[config.mk]
export PLATFORM = sky130hd
export DESIGN_NAME = rvfi_imem_resp
export DESIGN_NICKNAME = d
export VERILOG_FILES = /design/src/rtl/rvfi_imem_resp.sv
export SDC_FILE = /design/constraint.sdc
export NUM_CORES = 1
export LEC_CHECK = 0
export CORE_MARGIN = 3
export CORE_UTILIZATION = 40
export CTS_BUF_LIST = sky130_fd_sc_hd__clkbuf_4 sky130_fd_sc_hd__clkbuf_8 sky130_fd_sc_hd__clkbuf_16
export CTS_CLUSTER_SIZE = 30
export DETAILED_ROUTE_END_ITERATION = 10
export PLACE_DENSITY_LB_ADDON = 0.08
export RECOVER_POWER = 100
export REMOVE_ABC_BUFFERS = 1
export SYNTH_ARGS = -nofsm -noshare
export SYNTH_HDL_FRONTEND = slang
export SYNTH_SLANG_ARGS = --single-unit
[constraint.sdc]
create_clock -name clk -period 3.18 [get_ports clk]
set_input_delay 0.477 -clock clk [delete_from_list [all_inputs] [get_ports clk]]
set_output_delay 0.477 -clock clk [all_outputs]
set_load 0.05 [all_outputs]
[src/rtl/rvfi_imem_resp.sv]
// rtl/rvfi_imem_resp.sv - fetch responder returning the constrained imem halfword after a fixed latency
// Optional fetch-fault side-band is enabled by defining RVFI_IMEM_RESP_ERR_EN.
module rvfi_imem_resp #(
   parameter int XLEN    = 32,
   parameter int LATENCY = 1,
   parameter int DEPTH   = 4
) (
   input  logic            clk,
   input  logic            reset,
   input  logic            req_valid,
   output logic            req_ready,
   input  logic [XLEN-1:0] req_addr,
`ifdef RVFI_IMEM_RESP_ERR_EN
   input  logic            fill_err,
   output logic            resp_err,
`endif
   output logic            resp_valid,
   input  logic            resp_ready,
   output logic [31:0]     resp_data,
   input  logic [XLEN-1:0] imem_addr,
   input  logic [15:0]     imem_data,
   input  logic [31:0]     fill_data
);

   localparam int PW = $clog2(DEPTH);
   localparam int CW = PW + 1;
   localparam int AW = (LATENCY > 1) ? $clog2(LATENCY) : 1;

   logic [31:0]     data_mem [DEPTH];
   logic [AW-1:0]   age      [DEPTH];
   logic [PW-1:0]   wr_ptr;
   logic [PW-1:0]   rd_ptr;
   logic [CW-1:0]   count;
   logic            push;
   logic            pop;
   logic [XLEN-1:0] word_addr;
   logic [XLEN-1:0] word_addr_hi;
   logic [XLEN-1:0] chk_addr;
   logic            hit_lo;
   logic            hit_hi;
   logic [31:0]     word;

   // Masking keeps every address bit read while ignoring the sub-word offsets.
   assign word_addr    = req_addr & ~XLEN'(3);
   assign word_addr_hi = word_addr + XLEN'(2);
   assign chk_addr     = imem_addr & ~XLEN'(1);
   assign hit_lo       = (chk_addr == word_addr);
   assign hit_hi       = (chk_addr == word_addr_hi);
   assign word         = {hit_hi ? imem_data : fill_data[31:16],
                          hit_lo ? imem_data : fill_data[15:0]};

   assign req_ready  = (count < CW'(DEPTH));
   assign push       = req_valid && req_ready;
   assign resp_valid = (count != '0) && (age[rd_ptr] == '0);
   assign pop        = resp_valid && resp_ready;
   assign resp_data  = data_mem[rd_ptr];

   // Age counters run per slot so queued entries mature while waiting behind the head.
   always_ff @(posedge clk) begin
      if (reset) begin
         wr_ptr <= '0;
         rd_ptr <= '0;
         count  <= '0;
         for (int i = 0; i < DEPTH; i++) begin
            data_mem[i] <= '0;
            age[i]      <= '0;
         end
      end else begin
         for (int i = 0; i < DEPTH; i++) begin
            if (age[i] != '0)
               age[i] <= age[i] - AW'(1);
         end
         if (push) begin
            data_mem[wr_ptr] <= word;
            age[wr_ptr]      <= AW'(LATENCY - 1);
            wr_ptr           <= wr_ptr + PW'(1);
         end
         if (pop)
            rd_ptr <= rd_ptr + PW'(1);
         if (push && !pop)
            count <= count + CW'(1);
         else if (pop && !push)
            count <= count - CW'(1);
      end
   end

`ifdef RVFI_IMEM_RESP_ERR_EN
   logic err_mem [DEPTH];

   // A fetch that covers the checked halfword is never reported as faulting.
   always_ff @(posedge clk) begin
      if (reset) begin
         for (int i = 0; i < DEPTH; i++)
            err_mem[i] <= 1'b0;
      end else if (push) begin
         err_mem[wr_ptr] <= fill_err && !(hit_lo || hit_hi);
      end
   end

   assign resp_err = resp_valid && err_mem[rd_ptr];
`endif

endmodule

# Word level (Yosys, flattened, before mapping)
# Memories as Yosys holds them, arrays and structs flattened. A register that Yosys moved wholly into a read port is not among the register bits.
# Cells that the tools add are included.
dict set report word_totals {
  mem_bits_rw 132
  inputBits 116
  latchBits 0
  word_cells 64
  mem_bits_ro 0
  reg_bits 7
  mem_count 2
}
dict set report op_classes {
  n_lt_le_gt_ge 1
  n_eq_ne 2
  shifts 0
  bitwise 5
  mux 32
  add_sub_neg 9
  n_reduce_logical 10
  n_div 0
  mul 0
}
# memory depth word_bits rd rd_ports_with_merged_regs write_ports line
set memory_table {}
lappend memory_table {data_mem 4 32 1 1 4 29} ;# logic [31:0] data_mem [DEPTH];
lappend memory_table {age 4 1 5 1 5 30} ;# logic [AW-1:0] age [DEPTH];
# operator count
set op_table {}
lappend op_table {{adder 32 x 2 -> 32 bit, second input constant} 1}
lappend op_table {{== test 32 bit} 1}
lappend op_table {{two-way mux 16 bit} 2}
lappend op_table {{two-way mux 32 bit} 1}
lappend op_table {{OR reduction 32 bit} 1}
lappend op_table {{== test 31 bit} 1}
lappend op_table {{two-way mux 1 bit} 22}
lappend op_table {{two-way mux 2 bit} 5}
lappend op_table {{two-way mux 3 bit} 2}
lappend op_table {{logical AND 1 bit} 5}
lappend op_table {{adder 2 x 1 -> 2 bit, second input constant} 2}
lappend op_table {{bitwise OR 1 bit} 4}
lappend op_table {{subtractor 1 bit, second input constant} 4}
lappend op_table {{adder 3 x 1 -> 3 bit, second input constant} 1}
lappend op_table {{< comparator 3 bit, second input constant} 1}
lappend op_table {{nonzero test 3 bit} 1}
lappend op_table {{subtractor 3 x 1 -> 3 bit, second input constant} 1}
lappend op_table {{logical NOT 1 bit} 2}
lappend op_table {{nonzero test 2 bit} 1}
lappend op_table {{NOT 1 bit} 1}

# Depth between registers and ports, before layout
# Gate-level depths: netlist of the first run.
dict set report logic_depth {
  ltp_word 7
  depth_mapped 10
  ltp_nobuf 9
}

# Worst setup path after synthesis of the first run
# OpenSTA, ideal clock, no wires.
dict set report synth_path {
  path_kind {register to register}
  from {register with a tool-made name}
  to {register count[2]}
  path_buffers 1
  path_slack_ns 0.174
  setup_ns 0.070
  stages_incl_launch_ff 11
  arrival_time_ns 2.936
  t_required_ns 3.110
  path_cell_list {dfxtp_1 clkbuf_1 mux4_2 nor2_1 nand2_1 ha_1 inv_1 fa_1 xor2_1 or3_1 a21oi_1}
}
# element line
set synth_rtl {}
lappend synth_rtl {{to (signal assigned)} 81} ;# count <= count + CW'(1);
lappend synth_rtl {{to (signal assigned)} 83} ;# count <= count - CW'(1);
lappend synth_rtl {{to (decl)} 33} ;# logic [CW-1:0] count;

==> summary.md, run 1 <==
| Metric | Value |
|---|---|
| Status | completed |
| Wire per inst | 18.0 um |
| CP cell instances | buf_12, mux4_2, dlygate4sd3_1 |
| Buffers on Ports | 146 |
| Min Tclk post-route | approximately 3 ns |
| Synthesized netlist cell count | 616 |
| Post-route antenna net violation count | 0 |
| Type of destination of the critical path | output pin |
| Fmax | 337 MHz |
| Worst EP required | ~2.7 ns |
| GRT Total Usage | a little under a fifth |
| TNS Setup | 0 ns |
| Area after DPL | 0.00958 sq mm |
| Detailed Route Iter0 Violations | approximately 310 |
| Site Rows | 50 |
| Clock skew | 0.00982 ns |
| Initial core utilization | 41.0% |
| DR pass1 iterations | 5 |
| Non-Filler Instances | 1032 |
| Post-CTS setup buffer count | 0 |
| Via count | 5252 |
| Peak VDD IR | 424 uV |
| Final slew viol count | 0 |
| Share of layout cells above drive strength 1 | 11.3% |
| Number of top-level design ports | 150 |
| Switching share of power | 31.3% |
| First-pass GRT wire length | 29200 um |
| Die ar. | approximately 0.021 sq mm |
| Hold Vio Cnt, Final | 0 |
| Gp weighted congestion | 0.782 |
| Sinks on Clock Net | 141 |
| CP max-delay cell | dlygate4sd3_1 |
| Slack of the critical path | 0.211 ns |
| Power density over cell area | between 600 and 700 mW/mm^2 |
| Hold slack | 0.535 ns |
| Core Region | 0.0188 sq mm |
| Die W | roughly 140 um |
| Largest net degree at the start of global routing | 57 |
| Final Util | about 53% |
| DR DRC count | 0 |
| Worst path max stage delay | approximately 0.78 ns |
| RSZ-0062 raised after global routing | no |
| Power, Total | 6.07 mW |
| Synth Cell Area | 0.00771 sq mm |
| Clock share of power | 32.8% |
| Clk_lat worst skew | 0.42 ns |
| Slew at the pin with the worst max-slew slack | 1.16 ns |
| FILL cells | 1617 |
| Die Y | 145 um |
| Max-Cap Viols | 0 |
| H-tree levels | 4 |
| Reg power frac | 38.4% |
| Final wirelength | ~19000 um |
| Yosys warns | 0 |
| Vias in the first global route | between 5k and 6k |
| Number of distinct library cells after synthesis | 36 |
| Cell area after layout | 0.0100 sq mm |
| HP Class | flop to flop |
| Avg Cell Area, Syn | between 10 and 15 sq um |
| Hold-fix buffers, CTS | 0 |
| Rel. slew slack | 22.7% |
| Int Power | about 4.2 mW |
| Period utilization | 93.4% |
| Dpl cells | 1002 |
| Fin nets | 880 |
| Net Sw Power | 1.90 mW |
| Arrival @ worst endpoint | 2.49 ns |
| CTS resizes | 0 |
| Register area share after synthesis | 53.2% |
| Syn-to-layout area delta | 29.9% |
| Longest Clk Path Bufs | 2 |
| Clock slew seen by the registers of the worst setup and hold paths | 0.06 ns |
| Via-per-instance ratio | about 5.1 |
| Initial antenna violation count | 1 |
| FF+latch count, synth | between 100 and 150 |
| N_diodes | 0 |
| CTS tree | built |
| Crit path launch type | flop |
| Final setup fails | 0 |
| GR Overflow Total | 0 |
| TritonCTS buffer count | 17 |
| Crit path kind | flop to output pin |
| Clock Root Buffer | clkbuf_16 |
| Combinational Power Share | 28.8% |
| Place WS | 0.252 ns |
| Leakage | 3.69 nW |
| CP Max Fanout | 32 |
| HPWL Detailed | 12300 um |
## per-layer routing
metal / vias to the layer above / part of all wire (%) / track usage (%)
met5: - / 0.070 / 0
met4: 2 / 1.1 / 4.76
met3: 17 / 6.8 / 5.39
met2: 158 / 51 / 31.9
met1: 2524 / 41 / 23.0
li1: 2551 / - / -
## cells by family after synthesis
kind of cell / count (synthesis) / share of synthesized area (%)
adder cells (fa/ha/maj): 3 / 0.584
other: 1 / 0.0486
buffers and inverters: 46 / 3.42
XOR/XNOR: 35 / 3.98
flip-flops: 141 / 53.2
AND/OR/NAND/NOR: 220 / 12.6
multiplexers: 146 / 24.3
AO/OA/AOI/OAI: 24 / 1.87
## power groups by stage
stage / clock (mW) / sequential (mW) / combinational, mW
2_1_floorplan: 0 / 2.40 / 1.09
3_3_place_gp: 0 / 2.36 / 1.83
3_5_place_dp: 0 / 2.37 / 1.85
4_1_cts: 2.03 / 2.33 / 1.85
5_1_grt: 2.10 / 2.35 / 1.89
6_report: 1.99 / 2.33 / 1.74
## worst max-delay path: cells and delay by family (launching register included)
family | cells | cell delay (ns)
buffers and inverters | 2 | 1.09
DFF | 1 | 0.41
muxes | 1 | 0.55
## Yosys cell counts
cell type | number | area share, %
nor4_4 | 2 | 0.55
nand2_1 | 171 | 8.3
nor2b_1 | 2 | 0.16
nor4_2 | 2 | 0.32
inv_1 | 4 | 0.19
edfxtp_1 | 128 | 50
nor3b_1 | 1 | 0.097
nand4b_1 | 1 | 0.11
or2_2 | 2 | 0.16
clkbuf_1 | 21 | 1.0
nor3_1 | 5 | 0.32
a21boi_0 | 8 | 0.78
ha_1 | 2 | 0.32
nand4_1 | 4 | 0.32
dfxtp_1 | 13 | 3.4
buf_12 | 4 | 1.0
and4_1 | 4 | 0.45
mux2i_1 | 113 | 15
or3_1 | 1 | 0.081
mux4_2 | 33 | 9.6
nand2b_1 | 2 | 0.16
xnor2_1 | 5 | 0.57
xor2_1 | 30 | 3.4
fa_1 | 1 | 0.26
buf_4 | 1 | 0.097
conb_1 | 1 | 0.049
buf_2 | 12 | 0.78
a21oi_1 | 10 | 0.65
buf_6 | 1 | 0.15
buf_1 | 3 | 0.15
nor4_1 | 7 | 0.57
nand3_1 | 6 | 0.39
nand3b_1 | 1 | 0.097
a31o_2 | 1 | 0.11
o21ai_0 | 5 | 0.32
nor2_1 | 9 | 0.44
## state kept, by name (all words and copies together), names as in the netlist, named ones only
register and flops:
age 4, count 3, data_mem 128, rd_ptr 2, wr_ptr 2
## path summary, 6_finish.rpt
check,slack [ns],cells after the start,end,startpoint
worst max-delay path,0.21,3,resp_data[21],flop
worst min-delay path,0.53,2,count[2],count[2]
worst max register to register,0.53,6,data_mem[0][26],count[2]
worst min register to register,0.53,2,count[2],count[2]
## area by class of cell
cell class | count | area [sq um] | area share [%]
Timing Repair Buffer | 165 | 1630 | 16.2
Sequential cell | 141 | 4110 | 41.0
Clock inverter | 12 | 148 | 1.47
Inverter | 4 | 15.0 | 0.150
Clock buffer | 18 | 433 | 4.32
Tap cell | 260 | 325 | 3.25
Multi-Input combinational cell | 432 | 3370 | 33.6
## cells in the final DEF (no fill, tap or decap), drive strengths merged, types with 2 or more instances in the layout
cell type      count
nand3              6
dfxtp             13
clkdlybuf4s50    123
edfxtp           128
xnor2              5
nor4              11
dlygate4sd3       20
xor2              30
ha                 2
nand2            171
clkbuf            30
o21ai              5
a21boi             8
a21oi             10
and4               4
conb               4
mux2i            113
nand4              4
clkinv             7
nor2               9
buf               10
or2                2
inv                5
nor3               5
mux4              33
nand2b             2
nor2b              2
bufinv             3
(Power assumes the default switching activity.)
==> run 2: changes to the inputs <==
- CTS_CLUSTER_DIAMETER: default -> 80
- REMOVE_ABC_BUFFERS: 1 -> default
==> summary.md, run 2 (synthesis gave the netlist of run 1 again) <==
| Metric | Value |
|---|---|
| GRT Total Usage | 18.3% (-0.26 points) |
| R2R cell count | 6 (unchanged) |
| Initial core utilization | 41.0% (unchanged) |
| Clock skew | 0.0114 ns (+0.00160 ns) |
| Worst hold stages | 2 (unchanged) |
| Biggest regs | data_mem x128, age x4, count x3 |
| Leakage | 3.67 nW (-0.62%) |
| Share of layout cells above drive strength 1 | 10.8% (-0.48 points) |
| Die W | 145 um (unchanged) |
| Largest register by flop count | data_mem |
| Peak VDD IR | 430 uV (+1.3%) |
| Longest Clk Path Bufs | 2 (unchanged) |
| Rel. slew slack | 47.6% (+25 points) |
| Die ar. | 0.0210 sq mm (unchanged) |
| CTS tree | built |
| CP Max Fanout | 20 (-38%) |
| Syn-to-layout area delta | 28.7% |
| CTS resizes | 0 (unchanged) |
| Gp weighted congestion | 0.732 (-6.4%) |
| GR Overflow Total | 0 (unchanged) |
| Worst EP required | 2.70 ns (about the same) |
| Type of destination of the critical path | output pin |
| DR DRC count | 0 (unchanged) |
| Cell area after layout | 0.00993 sq mm (-0.92%) |
| Final setup fails | 0 (unchanged) |
| Post-route antenna net violation count | 0 (unchanged) |
| Dpl cells | 1000 (-0.20%) |
| Hold Vio Cnt, Final | 0 (unchanged) |
| Via count | 5354 (+1.9%) |
| N_diodes | 0 (unchanged) |
| Hold-fix buffers, CTS | 0 (unchanged) |
| Sinks on Clock Net | 141 (unchanged) |
| Via-per-instance ratio | 5.20 (+2.2%) |
| Reg-to-reg endpoint | data_mem[0][31] |
| Status | completed |
| Largest net degree at the start of global routing | 57 (unchanged) |
| Setup slack, reg-to-reg | 0.65 ns (+0.12 ns) |
| Max-Cap Viols | 0 (unchanged) |
| Most common cell after layout, fill and taps aside | nand2_1 |
| HP Class | flop to flop |
| Worst Hold Path EP | count[2] |
| H-tree levels | 4 (unchanged) |
| Min Tclk post-route | 2.93 ns (-0.0353 ns) |
| Clk_lat worst skew | 0.42 ns (about the same) |
| Hold slack | 0.529 ns (-0.00599 ns) |
| Power density over cell area | 581 mW/mm^2 (-4.1%) |
| Number of flip-flops under the largest register name | 128 (unchanged) |
| Crit path launch type | flop |
| Final Util | 52.7% (-0.49 points) |
| Period utilization | 92.3% (-1.1 points) |
| Vias in the first global route | 5669 (+2.2%) |
| Most frequent cells in the layout | 170 x nand2_1, 128 x edfxtp_1, 113 x mux2i_1 |
| Wire per inst | 18.1 um (+0.33%) |
| First-pass GRT wire length | 29200 um (-0.26%) |
| Clock slew seen by the registers of the worst setup and hold paths | 0.06 ns (about the same) |
| Site Rows | 50 (unchanged) |
| TNS Setup | 0 ns (unchanged) |
| Post-CTS setup buffer count | 0 (unchanged) |
| Crit path kind | flop to output pin |
| Area after DPL | 0.00952 sq mm (-0.63%) |
| FILL cells | 1604 (-0.80%) |
| Final slew viol count | 0 (unchanged) |
| Slew at the pin with the worst max-slew slack | 0.785 ns (-0.374 ns) |
| Fin nets | 878 (-0.23%) |
| HPWL Detailed | 12300 um (+0.12%) |
| Core Region | 0.0188 sq mm (unchanged) |
| Arrival @ worst endpoint | 2.46 ns (-0.03 ns) |
| Number of top-level design ports | 150 (unchanged) |
| Clock Root Buffer | clkbuf_16 |
| Detailed Route Iter0 Violations | 301 (-3.2%) |
| Fmax | 341 MHz (+1.2%) |
| TritonCTS buffer count | 17 (unchanged) |
| Final wirelength | 18600 um (about the same) |
| Reg-to-Reg Start | count[2] |
| DR pass1 iterations | 5 (unchanged) |
| Die Y | 145 um (unchanged) |
| Buffers on Ports | 146 (unchanged) |
| RSZ-0062 raised after global routing | no |
| Non-Filler Instances | 1029 (-0.29%) |
| Source of the worst hold timing path | count[2] |
| Initial antenna violation count | 3 (+2) |
run 2: area by class of cell:
| cell class | instances | area [sq um] | area share (%) |
|---|---|---|---|
| tap | 260 | 325 | 3.28 |
| inverter | 4 | 15.0 | 0.151 |
| timing repair buffer | 163 | 1620 | 16.3 |
| clock buffer | 20 | 448 | 4.51 |
| multi-input combinational | 432 | 3360 | 33.9 |
| clock inverter | 9 | 50.0 | 0.504 |
| sequential | 141 | 4110 | 41.4 |
run 2: worst max-delay path, stage by stage, from the launching register on:
cell           delay, ns
dfxtp_2             0.63
buf_12              0.25
mux4_2              0.21
dlygate4sd3_1       0.93
run 2: how the worst max path moves through the flow:
stage / endpoint / cells after the start
2_1_floorplan: count[2] / 10
3_3_place_gp: data_mem[0][16] / 7
3_5_place_dp: data_mem[0][16] / 7
4_1_cts: resp_data[18] / 3
5_1_grt: data_mem[0][25] / 7
6_report: resp_data[18] / 3
run 2: report_power, final:
group	switching [mW]	internal, mW	leakage (nW)
Clock	0.723	0.995	0.245
Combinational	1.05	0.661	1.99
Sequential	0.0786	2.26	1.44
Total	1.85	3.91	3.67
run 2: through the flow:
step | setup slack [ns] | power [mW]
after floorplan | 0.174 | 3.51
after global placement | 0.286 | 4.16
after detailed placement | 0.239 | 4.19
after CTS | 0.249 | 5.90
after global routing | 0.114 | 6.04
final | 0.246 | 5.76
run 2: metal layers:
| layer | vias to the layer above | track usage (%) | wire length [um] |
|---|---|---|---|
| met5 | - | 0 | 35 |
| met4 | 6 | 3.24 | 135 |
| met3 | 18 | 5.62 | 1320 |
| met2 | 179 | 31.9 | 9440 |
| met1 | 2609 | 22.7 | 7690 |
| li1 | 2542 | - | - |
